$ cat src/rtl/adjust_ctrl_pkg.sv
// Shared encodings for the alarm-clock front panel: modes, digit fields, button bundle.
package adjust_ctrl_pkg;

    localparam int unsigned MODE_W  = 2;
    localparam int unsigned FLD_W   = 2;
    localparam int unsigned NUM_FLD = 4;
    localparam int unsigned NUM_BTN = 5;

    // Operating modes (encoding 3 is unused)
    localparam logic [MODE_W-1:0] MODE_CLOCK     = 2'd0;
    localparam logic [MODE_W-1:0] MODE_ADJ_TIME  = 2'd1;
    localparam logic [MODE_W-1:0] MODE_ADJ_ALARM = 2'd2;

    // Digit field indices
    localparam logic [FLD_W-1:0] FLD_MIN_U = 2'd0;
    localparam logic [FLD_W-1:0] FLD_MIN_T = 2'd1;
    localparam logic [FLD_W-1:0] FLD_HR_U  = 2'd2;
    localparam logic [FLD_W-1:0] FLD_HR_T  = 2'd3;

    // One bit per front-panel button; MSB first so it packs from a concatenation
    typedef struct packed {
        logic center;
        logic left;
        logic right;
        logic up;
        logic down;
    } btn_t;

    // One-hot select for a digit field
    function automatic logic [NUM_FLD-1:0] fld_onehot(input logic [FLD_W-1:0] fld);
        return NUM_FLD'(1) << fld;
    endfunction

    // Mode sequence driven by the center button; unused encoding falls back to CLOCK
    function automatic logic [MODE_W-1:0] next_mode(input logic [MODE_W-1:0] cur);
        logic [MODE_W-1:0] nxt;
        case (cur)
            MODE_CLOCK:     nxt = MODE_ADJ_TIME;
            MODE_ADJ_TIME:  nxt = MODE_ADJ_ALARM;
            default:        nxt = MODE_CLOCK;
        endcase
        return nxt;
    endfunction

endpackage

$ cat src/rtl/adjust_ctrl_if.sv
// Front-panel bus: raw buttons in, counter enables / mode indicators out.
interface adjust_ctrl_if;
    import adjust_ctrl_pkg::*;

    logic               btn_center;
    logic               btn_left;
    logic               btn_right;
    logic               btn_up;
    logic               btn_down;
    logic [MODE_W-1:0]  mode;
    logic [FLD_W-1:0]   field;
    logic               run;
    logic [NUM_FLD-1:0] time_en;
    logic [NUM_FLD-1:0] alarm_en;
    logic               up_down;
    logic [NUM_FLD-1:0] field_led;

    modport master (
        output btn_center, btn_left, btn_right, btn_up, btn_down,
        input  mode, field, run, time_en, alarm_en, up_down, field_led
    );

    modport slave (
        input  btn_center, btn_left, btn_right, btn_up, btn_down,
        output mode, field, run, time_en, alarm_en, up_down, field_led
    );

endinterface

$ cat src/rtl/adjust_ctrl_btn_cond.sv
// Button conditioner: 2-FF synchronizer, debounce counter, one-cycle press pulse.
module adjust_ctrl_btn_cond #(
    parameter int unsigned DEBOUNCE_CYCLES = 500000
) (
    input  logic clk,
    input  logic rst,
    input  logic btn_raw,
    output logic press
);

    localparam int unsigned CNT_W = $clog2(DEBOUNCE_CYCLES + 1);
    localparam logic [CNT_W-1:0] CNT_LAST = CNT_W'(DEBOUNCE_CYCLES - 1);

    logic             sync1_q, sync1_d;
    logic             sync2_q, sync2_d;
    logic [CNT_W-1:0] cnt_q, cnt_d;
    logic             level_q, level_d;
    logic             level_dly_q, level_dly_d;
    logic             armed_q, armed_d;
    logic             press_q, press_d;

    // Debounce, release-arming and rising-edge detection
    always_comb begin
        sync1_d     = btn_raw;
        sync2_d     = sync1_q;
        cnt_d       = '0;
        level_d     = level_q;
        level_dly_d = level_q;
        // A button held through reset must be seen released before it can fire
        armed_d     = armed_q | (~sync2_q & ~level_q);
        press_d     = level_q & ~level_dly_q & armed_q;
        if (sync2_q != level_q) begin
            if (cnt_q == CNT_LAST) begin
                level_d = ~level_q;
            end else begin
                cnt_d = cnt_q + CNT_W'(1);
            end
        end
    end

    // State registers; synchronizer resets to "pressed" so a held button stays unarmed
    always_ff @(posedge clk) begin
        if (!rst) begin
            sync1_q     <= 1'b1;
            sync2_q     <= 1'b1;
            cnt_q       <= '0;
            level_q     <= 1'b0;
            level_dly_q <= 1'b0;
            armed_q     <= 1'b0;
            press_q     <= 1'b0;
        end else begin
            sync1_q     <= sync1_d;
            sync2_q     <= sync2_d;
            cnt_q       <= cnt_d;
            level_q     <= level_d;
            level_dly_q <= level_dly_d;
            armed_q     <= armed_d;
            press_q     <= press_d;
        end
    end

    assign press = press_q;

endmodule

$ cat src/rtl/adjust_ctrl.sv
// Alarm-clock front-panel control: button conditioning plus mode/field/adjust FSM.
module adjust_ctrl
    import adjust_ctrl_pkg::*;
#(
    parameter int unsigned DEBOUNCE_CYCLES = 500000
) (
    input  logic          clk,
    input  logic          rst,
    adjust_ctrl_if.slave  bus
);

    logic [NUM_BTN-1:0] raw_vec;
    logic [NUM_BTN-1:0] press_vec;
    btn_t               press;

    logic [MODE_W-1:0]  mode_q, mode_d;
    logic [FLD_W-1:0]   field_q, field_d;
    logic               run_q, run_d;
    logic [NUM_FLD-1:0] time_en_q, time_en_d;
    logic [NUM_FLD-1:0] alarm_en_q, alarm_en_d;
    logic               up_down_q, up_down_d;
    logic [NUM_FLD-1:0] field_led_q, field_led_d;

    assign raw_vec = {bus.btn_center, bus.btn_left, bus.btn_right, bus.btn_up, bus.btn_down};
    assign press   = btn_t'(press_vec);

    // One conditioner per button
    for (genvar i = 0; i < int'(NUM_BTN); i++) begin : g_btn
        adjust_ctrl_btn_cond #(
            .DEBOUNCE_CYCLES (DEBOUNCE_CYCLES)
        ) u_cond (
            .clk     (clk),
            .rst     (rst),
            .btn_raw (raw_vec[i]),
            .press   (press_vec[i])
        );
    end

    // Mode/field FSM and next output values
    always_comb begin
        mode_d     = mode_q;
        field_d    = field_q;
        up_down_d  = up_down_q;
        time_en_d  = '0;
        alarm_en_d = '0;
        if (press.center) begin
            mode_d  = next_mode(mode_q);
            field_d = FLD_MIN_U;
        end else if (mode_q == MODE_ADJ_TIME || mode_q == MODE_ADJ_ALARM) begin
            if (press.right && !press.left) begin
                field_d = field_q + FLD_W'(1);
            end else if (press.left && !press.right) begin
                field_d = field_q - FLD_W'(1);
            end
            // Pulse targets the field selected before any move this cycle
            if (press.up != press.down) begin
                up_down_d = press.up;
                if (mode_q == MODE_ADJ_TIME) begin
                    time_en_d = fld_onehot(field_q);
                end else begin
                    alarm_en_d = fld_onehot(field_q);
                end
            end
        end
        run_d       = (mode_d == MODE_CLOCK);
        field_led_d = (mode_d == MODE_CLOCK) ? '0 : fld_onehot(field_d);
    end

    // Output registers
    always_ff @(posedge clk) begin
        if (!rst) begin
            mode_q      <= MODE_CLOCK;
            field_q     <= FLD_MIN_U;
            run_q       <= 1'b1;
            time_en_q   <= '0;
            alarm_en_q  <= '0;
            up_down_q   <= 1'b1;
            field_led_q <= '0;
        end else begin
            mode_q      <= mode_d;
            field_q     <= field_d;
            run_q       <= run_d;
            time_en_q   <= time_en_d;
            alarm_en_q  <= alarm_en_d;
            up_down_q   <= up_down_d;
            field_led_q <= field_led_d;
        end
    end

    assign bus.mode      = mode_q;
    assign bus.field     = field_q;
    assign bus.run       = run_q;
    assign bus.time_en   = time_en_q;
    assign bus.alarm_en  = alarm_en_q;
    assign bus.up_down   = up_down_q;
    assign bus.field_led = field_led_q;

endmodule

$ cat src/flat_wrapper.sv
// flat-port wrapper written by rule: the top's interface ports become plain ports
module adjust_ctrl_flat import adjust_ctrl_pkg::*;
#(
    parameter int unsigned DEBOUNCE_CYCLES = 500000
)
  (clk, rst, bus_btn_center, bus_btn_left, bus_btn_right, bus_btn_up, bus_btn_down, bus_mode, bus_field, bus_run, bus_time_en, bus_alarm_en, bus_up_down, bus_field_led);
  adjust_ctrl_if bus_i ();
  input  logic clk;
  input  logic rst;
  input wire logic [$bits(bus_i.btn_center)-1:0] bus_btn_center;
  input wire logic [$bits(bus_i.btn_left)-1:0] bus_btn_left;
  input wire logic [$bits(bus_i.btn_right)-1:0] bus_btn_right;
  input wire logic [$bits(bus_i.btn_up)-1:0] bus_btn_up;
  input wire logic [$bits(bus_i.btn_down)-1:0] bus_btn_down;
  output wire logic [$bits(bus_i.mode)-1:0] bus_mode;
  output wire logic [$bits(bus_i.field)-1:0] bus_field;
  output wire logic [$bits(bus_i.run)-1:0] bus_run;
  output wire logic [$bits(bus_i.time_en)-1:0] bus_time_en;
  output wire logic [$bits(bus_i.alarm_en)-1:0] bus_alarm_en;
  output wire logic [$bits(bus_i.up_down)-1:0] bus_up_down;
  output wire logic [$bits(bus_i.field_led)-1:0] bus_field_led;
  assign bus_i.btn_center = bus_btn_center;
  assign bus_i.btn_left = bus_btn_left;
  assign bus_i.btn_right = bus_btn_right;
  assign bus_i.btn_up = bus_btn_up;
  assign bus_i.btn_down = bus_btn_down;
  assign bus_mode = bus_i.mode;
  assign bus_field = bus_i.field;
  assign bus_run = bus_i.run;
  assign bus_time_en = bus_i.time_en;
  assign bus_alarm_en = bus_i.alarm_en;
  assign bus_up_down = bus_i.up_down;
  assign bus_field_led = bus_i.field_led;
  adjust_ctrl #(.DEBOUNCE_CYCLES(DEBOUNCE_CYCLES)) u_core (.clk(clk), .rst(rst), .bus(bus_i));
endmodule
$ cat config.mk
export PLATFORM = sky130hd
export DESIGN_NAME = adjust_ctrl_flat
export DESIGN_NICKNAME = d
export VERILOG_FILES = /design/src/rtl/adjust_ctrl_pkg.sv /design/src/rtl/adjust_ctrl_if.sv /design/src/rtl/adjust_ctrl_btn_cond.sv /design/src/rtl/adjust_ctrl.sv /design/src/flat_wrapper.sv
export SDC_FILE = /design/constraint.sdc
export NUM_CORES = 1
export LEC_CHECK = 0
export CAP_MARGIN = 25
export CELL_PAD_IN_SITES_DETAIL_PLACEMENT = 1
export CELL_PAD_IN_SITES_GLOBAL_PLACEMENT = 1
export CORE_MARGIN = 1
export CORE_UTILIZATION = 48
export CTS_BUF_LIST = sky130_fd_sc_hd__clkbuf_4 sky130_fd_sc_hd__clkbuf_8
export DETAILED_ROUTE_END_ITERATION = 8
export DONT_BUFFER_PORTS = 1
export GPL_TIMING_DRIVEN = 0
export PLACE_DENSITY_LB_ADDON = 0.12
export SKIP_CTS_REPAIR_TIMING = 1
export SLEW_MARGIN = 20
export SYNTH_ARGS = -nofsm -noshare
export SYNTH_HDL_FRONTEND = slang
export SYNTH_SLANG_ARGS = --single-unit
$ cat constraint.sdc
create_clock -name clk -period 5.5 [get_ports clk]
set_input_delay 1.1 -clock clk [delete_from_list [all_inputs] [get_ports clk]]
set_output_delay 1.1 -clock clk [all_outputs]
set_load 0.01 [all_outputs]
==> results.toml, run 1 <==
[global_route]
grt_pass1_vias = 4942
use_met3_pct = 7.01
gr-max-usage-layer = "met2"
met1_usage_pct = 27.1
grt_usage_pct = 22.2
grt_max_degree = 17
grt_pass1_wl_um = 23100
grt_remaining_overflow = 0
grt_antenna_before_repair = 3
use_met2_pct = 36.4

[die]
coreArea_sq_mm = 0.0122
die_y_um = 115
initial_core_util_pct = 50.2
io_pins = 25
rows = 40
dieArea_sq_mm = 0.0132
die_w_um = 115

[drt]
drt-total-wl_um = 13500
drc = 0
initialDrtViolationCount = 218
vias = 4864
wl_per_cell_um = 15.3
drt-pass1-iter-count = 4
viasPerCell = 5.51
antenna_left = 0

[clock_network]
cts_buffers = 17
cts.clk_slew.worst_paths_ns = 0.08
cts_root_buf = "clkbuf_8"
cts_tree = "built"
cts.sinks = 143
h-tree-depth = 4
clockBufferDepth = 2
clock_latency_ns = 0.44

[timing]
relSlewSlack_pct = 55.7
whs_ns = 0.398
grt_setup_unrepaired = "no"
hold_violations = 0
worst_pin_slew_ns = 0.664
slew_viol_final = 0
finalClockSkew_ns = 0.00804
fin_crit_sh_pct = 41.5
tns_ns = 0
fmax_mhz = 438
setup_viol = 0
min_period_ns = 2.28
setup_ws_ns = 3.22

[power_and_ir_drop]
power_uw = 1860
switching_share_pct = 22.5
p_int_uw = 1440
ir_worst_vdd_mv = 0.232
p_sw_uw = 418
pwr-share-comb_pct = 3.1
p_leak_uw = 0.00225
pwr-share-clk_pct = 39.6
power.density_mw_per_mm2 = 277
p_seq_share_pct = 57.4

[cells_and_area]
drive_above_1_share_pct = 8.71
synthToLayoutAreaGrowth_pct = 9.18
num-fill-cells = 1488
final_cell_mix = "143 x dfxtp_1, 111 x nor2_1, 43 x xnor2_1, 39 x nand3_1, 36 x nand2_1"
final_nets = 724
seqCellArea_sq_mm = 0.00286
multi_input_area_sq_mm = 0.00303
final_common_cell = "dfxtp_1"

[logic_synthesis]
synth_area_leaders = "dfxtp_1 47%, nor2_1 6.8%, xnor2_1 6.1%"
synth_area_sq_mm = 0.00613
synth_top_area_share_pct = 46.7
synth_fp_nets = 705
synthDistinctLibCells = 51
yosysSeqAreaShare_pct = 46.7
synth.avg_cell_area_sq_um = 9.01
synth_ff_type = "dfxtp_1"
synth_edf_count = 0
async_flop_share_pct = 0
synth-seq-cells = 143
synth_cells = 681
synth_warnings = 0
yosysTopAreaCell = "dfxtp_1"

[placement]
dp_hpwl_um = 9780
place_congestion = 0.812
place_ws_ns = 2.96
port_buffers = 0

[worst_setup_path]
worstSetupEndpointType = "register"
arrival_ns = 2.62
path_class = "register to register"
worst-path-max-fanout = 10
crit_path_max_incr_delay_ns = 0.50
critPathLaunchType = "register"
cp_data_required_time_ns = 5.83
cp_cell_sequence = "ha_1 -> buf_2 -> nor4bb_1 -> nand3_1 -> o211ai_2 -> buf_4 -> nor2_1"
cp.buffers_inverters = 2
crit_family = "simple AND/OR/NAND/NOR gates"
slowest_stage = "dfxtp_1"

[min_path]
hold_path_class = "register to register"

[job]
cap_violations = 0

[status]
status = "completed"
==> power groups by stage <==
stage	combinational, uW	clock, uW	sequential [uW]
CTS	58.0	759	1060
detailed placement	57.5	0	1090
global placement	54.2	0	1090
finish	56.8	734	1060
floorplan	43.2	0	1080
global route	65.2	800	1070
==> per-layer routing <==
metal | part of all wire (%) | up-vias
met4 | 1.9 | 2
met2 | 47 | 62
li1 | - | 2424
met3 | 4.3 | 25
met1 | 47 | 2351
met5 | 0.059 | -
==> worst reg2reg max path, delay by kind of cell, from the launching register on <==
family / cells / cell delay [ns]
adders and majority gates: 1 / 0.21
AOI/OAI and AO/OA: 1 / 0.45
buffers and inverters: 2 / 0.46
and+or+nand+nor: 3 / 0.57
DFF: 1 / 0.50
==> worst paths after layout <==
kind / depth (start not counted) / startpoint / slack (ns) / to
setup / recovery: 7 / u_core.g_btn[2].u_cond.cnt_q[1] / 3.22 / u_core.g_btn[2].u_cond.cnt_q[6]
hold / removal: 1 / u_core.g_btn[2].u_cond.level_dly_q / 0.40 / u_core.g_btn[2].u_cond.press
setup reg to reg: 7 / u_core.g_btn[2].u_cond.cnt_q[1] / 3.22 / u_core.g_btn[2].u_cond.cnt_q[6]
hold reg to reg: 1 / u_core.g_btn[2].u_cond.level_dly_q / 0.40 / u_core.g_btn[2].u_cond.press
==> flip-flops by register name, indices dropped and copies added, names as in the netlist, 4 cells and up <==
signal	count
u_core.bus.alarm_en	4
u_core.g_btn.u_cond.level_dly_d	5
u_core.g_btn.u_cond.press	5
u_core.g_btn.u_cond.level_dly_q	5
u_core.bus.field_led	4
u_core.g_btn.u_cond.sync2_q	5
u_core.g_btn.u_cond.sync1_q	5
u_core.g_btn.u_cond.cnt_q	95
u_core.g_btn.u_cond.armed_q	5
u_core.bus.time_en	4
==> cell usage after synthesis, types with 6 or more instances <==
cell type,n
dfxtp_1,143
nor2_1,111
xnor2_1,43
nand3_1,39
nand2_1,36
inv_1,35
nand4_1,33
xor2_1,29
a21oi_1,21
nor4_1,21
ha_1,17
nor3_1,17
nand2b_1,11
nor4b_1,11
o21ai_0,11
or3_1,9
and4_1,8
or4_1,8
and2_1,7
clkbuf_1,7
o31ai_1,7
buf_2,6
==> final cells by class <==
class                   instances  share of cell area [%]
diodes                          2                  0.0747
plain buffers                  19                    1.63
clock buffers                  25                    4.67
clock inverters                 6                   0.523
inverters                      35                    1.96
multi-input cells             484                    45.3
flip-flops and latches        143                    42.8
well taps                     168                    3.14
==> per-stage QoR <==
stage	utilization [%]	area, sq um	std cells
global route	54.8	6700	882
floorplan	-	6130	681
finish	54.8	6700	882
detailed placement	51.9	6340	849
global placement	51.9	6340	849
CTS	54.8	6690	880
==> cells by family after synthesis <==
group	share of synthesized area, %
buffers and inverters	3.92
DFF	46.7
AOI/OAI and AO/OA	5.79
muxes	0.490
adders and majority gates	3.47
and+or+nand+nor	29.4
xor gates and xnor gates	10.3
(Power assumes the default switching activity.)
==> run 2, diff against run 1 <==
--- a/config.mk
+++ b/config.mk
@@ -9,7 +9,7 @@
 export CELL_PAD_IN_SITES_DETAIL_PLACEMENT = 1
 export CELL_PAD_IN_SITES_GLOBAL_PLACEMENT = 1
 export CORE_MARGIN = 1
-export CORE_UTILIZATION = 48
+export CORE_UTILIZATION = 46
 export CTS_BUF_LIST = sky130_fd_sc_hd__clkbuf_4 sky130_fd_sc_hd__clkbuf_8
 export DETAILED_ROUTE_END_ITERATION = 8
 export DONT_BUFFER_PORTS = 1
==> constraint.sdc (replaced) <==
create_clock -name clk -period 2.05 [get_ports clk]
set_input_delay 0.41 -clock clk [delete_from_list [all_inputs] [get_ports clk]]
set_output_delay 0.41 -clock clk [all_outputs]
set_load 0.01 [all_outputs]
==> run 2 against run 1 <==
- via count up 1.2%
- worst hold slack worse by 0.35 ns
- non-clock buffer count up 5
- count of clock-buffer cells in the layout down 5
- critical path type unchanged
==> results.toml, run 2 (synthesized netlist as in run 1, its figures left out) <==
[cells_and_area]
final_cell_mix = "138 x dfxtp_1, 111 x nor2_1, 43 x xnor2_1, 38 x nand3_1, 36 x nand2_1"
final_nets = 729
fin_area_sq_mm = 0.00691
final_common_cell = "dfxtp_1"
num-fill-cells = 1486
top_register = "u_core.g_btn.u_cond.cnt_q"
largest_reg_flops = 95
drive_above_1_share_pct = 11.1
finalNonFillerCells = 891
synthToLayoutAreaGrowth_pct = 12.6

[clock_network]
cts.sinks = 143
cts.clk_slew.worst_paths_ns = 0.08
h-tree-depth = 4
cts_root_buf = "clkbuf_8"
clock_latency_ns = 0.45
cts_tree = "built"
clockBufferDepth = 2
cts_buffers = 17

[power_and_ir_drop]
p_leak_uw = 0.00234
ir_worst_vdd_mv = 0.486
power.density_mw_per_mm2 = 792

[worst_setup_path]
path_class = "register to register"
worst-path-max-fanout = 8
critPathLaunchType = "register"
arrival_ns = 2.31
worstSetupEndpointType = "register"
cp_data_required_time_ns = 2.43

[die]
io_pins = 25
rows = 41
dieArea_sq_mm = 0.0138
coreArea_sq_mm = 0.0128
die_y_um = 117
initial_core_util_pct = 47.8
die_w_um = 117

[placement]
place_congestion = 0.810
place_ws_ns = -0.272
dp.cells = 853
dpl-instance-area_sq_mm = 0.00635
port_buffers = 0
dp_hpwl_um = 9340

[global_route]
grt_pass1_wl_um = 22900
grt_antenna_before_repair = 1
grt_usage_pct = 20.2
grt_max_degree = 17
grt_remaining_overflow = 0
grt_pass1_vias = 4886

[status]
status = "completed"

[timing]
setup_viol = 0
fin_crit_sh_pct = 94.1
worst_pin_slew_ns = 0.894
hold_violations = 0
fmax_mhz = 518
whs_ns = 0.0522
slew_viol_final = 0
setup_ws_ns = 0.120
tns_ns = 0
relSlewSlack_pct = 40.4
min_period_ns = 1.93
finalClockSkew_ns = 0.00782

[min_path]
hold_path_class = "primary input to register"

[drt]
drc = 0
drt-pass1-iter-count = 4
drt-total-wl_um = 13600
vias = 4923
viasPerCell = 5.53
wl_per_cell_um = 15.2
initialDrtViolationCount = 214
antenna_left = 0

[job]
cap_violations = 0
[run 2: cell types whose count changed in the layout (fill, tap and decap cells not counted), sizes merged]
cell	before	now
diode	2	1
bufinv	0	4
buf	10	15
clkinv	4	6
clkbuf	34	29
[run 2: worst max-delay path: stages, from the launching register on]
cell and delay (ns):
dfxtp_2 0.42, ha_1 0.16, buf_2 0.20, nor4bb_4 0.33, nand3_2 0.17, or4_1 0.42, a21oi_1 0.16
[run 2: stage by stage]
stage | utilization, % | total power [uW]
final | 53.9 | 5470
after global placement | 49.5 | 3060
after detailed placement | 49.5 | 3070
after global routing | 53.9 | 5670
after floorplan | - | 3020
after CTS | 52.9 | 5520
[run 2: worst paths after layout]
kind	slack, ns	startpoint	cells after the start	to
min	0.05	bus_btn_down	1	u_core.g_btn[0].u_cond.sync1_q
max	0.12	u_core.g_btn[2].u_cond.cnt_q[0]	6	u_core.g_btn[2].u_cond.level_dly_d
max reg2reg	0.12	u_core.g_btn[2].u_cond.cnt_q[0]	6	u_core.g_btn[2].u_cond.level_dly_d
min reg2reg	0.40	u_core.g_btn[0].u_cond.level_dly_q	1	u_core.g_btn[0].u_cond.press
[run 2: where the power goes]
part	total, uW	internal, uW	switching, uW
registers	2860	2820	38.8
clock network	2450	1390	1060
logic	166	64.8	101
[run 2: cell type report]
cell class              count  area (sq um)  area share, %
plain buffers              19           109           1.58
multi-input cells         484          3110           45.0
diodes                      1          2.50         0.0362
inverters                  35           131           1.90
repair buffers              5          37.5          0.543
well taps                 172           215           3.11
clock buffers              20           269           3.89
flip-flops and latches    143          2870           41.5
clock inverters            12           165           2.39
[run 2: layer usage]
layer | up-vias | wire, um | global-route usage, %
met5 | - | 0 | 0
met4 | 0 | 182 | 8.09
met3 | 16 | 484 | 5.67
met2 | 64 | 6480 | 32.6
met1 | 2410 | 6400 | 25.6
li1 | 2433 | - | -
==> run 3, diff against run 2 <==
--- a/config.mk
+++ b/config.mk
@@ -6,13 +6,10 @@
 export NUM_CORES = 1
 export LEC_CHECK = 0
 export CAP_MARGIN = 25
-export CELL_PAD_IN_SITES_DETAIL_PLACEMENT = 1
-export CELL_PAD_IN_SITES_GLOBAL_PLACEMENT = 1
 export CORE_MARGIN = 1
-export CORE_UTILIZATION = 46
+export CORE_UTILIZATION = 48
 export CTS_BUF_LIST = sky130_fd_sc_hd__clkbuf_4 sky130_fd_sc_hd__clkbuf_8
 export DETAILED_ROUTE_END_ITERATION = 8
-export DONT_BUFFER_PORTS = 1
 export GPL_TIMING_DRIVEN = 0
 export PLACE_DENSITY_LB_ADDON = 0.12
 export SKIP_CTS_REPAIR_TIMING = 1
==> run 3 against run 2 <==
- largest power group unchanged
- sequential share of layout area fell by 1.1 points
- core utilization rose by 4.3 points
- power fell by 3.6%
- routed wire length fell by 16%
- sequential power barely moved
- cell count rose by 2.1%
- register-to-register slack barely moved
- fmax rose by 0.27%
- combinational power rose by 4%
- non-clock buffer count rose by 24
- highest routed layer unchanged
- clock skew rose by 0.0029 ns
==> results.toml, run 3 (synthesized netlist as in run 1, its figures left out) <==
[status]
status = "completed"

[die]
coreArea_sq_mm = 0.0122
die_w_um = 115
die_y_um = 115
rows = 40
io_pins = 25
initial_core_util_pct = 50.2
dieArea_sq_mm = 0.0132

[clock_network]
cts_root_buf = "clkbuf_8"
cts_tree = "built"
cts.sinks = 143
cts_buffers = 17
h-tree-depth = 4
clockBufferDepth = 2
clock_latency_ns = 0.43
cts.clk_slew.worst_paths_ns = 0.08

[placement]
dpl-instance-area_sq_mm = 0.00658
place_ws_ns = -0.453
port_buffers = 24
place_congestion = 0.815
dp_hpwl_um = 7940

[global_route]
grt_antenna_before_repair = 0
grt_usage_pct = 18.7
grt_pass1_vias = 4348
grt_remaining_overflow = 0
grt_pass1_wl_um = 19600
grt_max_degree = 17

[cells_and_area]
final_nets = 753
top_register = "u_core.g_btn.u_cond.cnt_q"
drive_above_1_share_pct = 10.4
diodes = 0
final_core_util_pct = 58.1
largest_reg_flops = 95
synthToLayoutAreaGrowth_pct = 15.7
final_cell_mix = "140 x dfxtp_1, 111 x nor2_1, 43 x xnor2_1, 38 x nand3_1, 36 x nand2_1"
final_common_cell = "dfxtp_1"
fin_area_sq_mm = 0.00710

[job]
cap_violations = 0

[power_and_ir_drop]
p_seq_share_pct = 54.1
p_sw_uw = 1140
ir_worst_vdd_mv = 0.509
p_int_uw = 4140
switching_share_pct = 21.5
pwr-share-clk_pct = 42.7
power.density_mw_per_mm2 = 743
p_leak_uw = 0.00243
pwr-share-comb_pct = 3.3

[min_path]
hold_path_class = "register to register"

[timing]
fin_crit_sh_pct = 93.9
finalClockSkew_ns = 0.0108
slew_viol_final = 0
hold_violations = 0
tns_ns = 0
min_period_ns = 1.92
whs_ns = 0.390
grt_setup_unrepaired = "no"
fmax_mhz = 520
worst_pin_slew_ns = 0.546
relSlewSlack_pct = 63.2
setup_viol = 0
setup_ws_ns = 0.125

[drt]
drc = 0
initialDrtViolationCount = 316
wl_per_cell_um = 12.5
drt-total-wl_um = 11400
vias = 4831
antenna_left = 0
viasPerCell = 5.31
drt-pass1-iter-count = 4

[worst_setup_path]
slowest_stage = "or4bb_2"
cp.buffers_inverters = 2
worst-path-max-fanout = 10
crit_family = "simple AND/OR/NAND/NOR gates"
r2r_setup_slack_ns = 0.13
crit_path_max_incr_delay_ns = 0.61
cp_data_required_time_ns = 2.37
cp_cell_sequence = "or4bb_2 -> nor3_1 -> a21o_1 -> buf_6 -> buf_12 -> nor2_1"
worstSetupEndpointType = "register"
arrival_ns = 2.25
critPathLaunchType = "register"
path_class = "register to register"
run 3: worst paths after layout:
check	from	to	depth (start not counted)
setup / recovery	u_core.g_btn[3].u_cond.cnt_q[5]	u_core.g_btn[3].u_cond.cnt_q[13]	6
hold / removal	u_core.g_btn[3].u_cond.level_dly_q	u_core.g_btn[3].u_cond.press	1
setup reg to reg	u_core.g_btn[3].u_cond.cnt_q[5]	u_core.g_btn[3].u_cond.cnt_q[13]	6
hold reg to reg	u_core.g_btn[3].u_cond.level_dly_q	u_core.g_btn[3].u_cond.press	1
run 3: area by class of cell:
class | count | area (sq um)
buffer | 19 | 113
clock buffer | 20 | 263
clock inverter | 12 | 143
fill | 1131 | 5110
inverter | 35 | 131
multi-input combinational | 484 | 3100
sequential | 143 | 2870
tap | 168 | 210
timing repair buffer | 29 | 278
run 3: routing by layer:
| layer | wire length, um | track usage (%) | vias up |
|---|---|---|---|
| li1 | - | - | 2493 |
| met1 | 5660 | 23.8 | 2251 |
| met2 | 5200 | 30.2 | 77 |
| met3 | 434 | 5.59 | 10 |
| met4 | 108 | 5.97 | 0 |
| met5 | 0 | 0 | - |
run 3: power groups by stage:
stage | Clock [uW] | Combinational, uW | Sequential, uW
finish | 2250 | 173 | 2850
global placement | 0 | 162 | 2910
CTS | 2320 | 167 | 2850
detailed placement | 0 | 166 | 2920
floorplan | 0 | 116 | 2910
global route | 2450 | 196 | 2860
run 3: stage by stage:
step           std cells  total power (uW)
2_1_floorplan        681              3020
3_3_place_gp         873              3080
3_5_place_dp         873              3080
4_1_cts              905              5340
5_1_grt              910              5500
6_report             910              5280
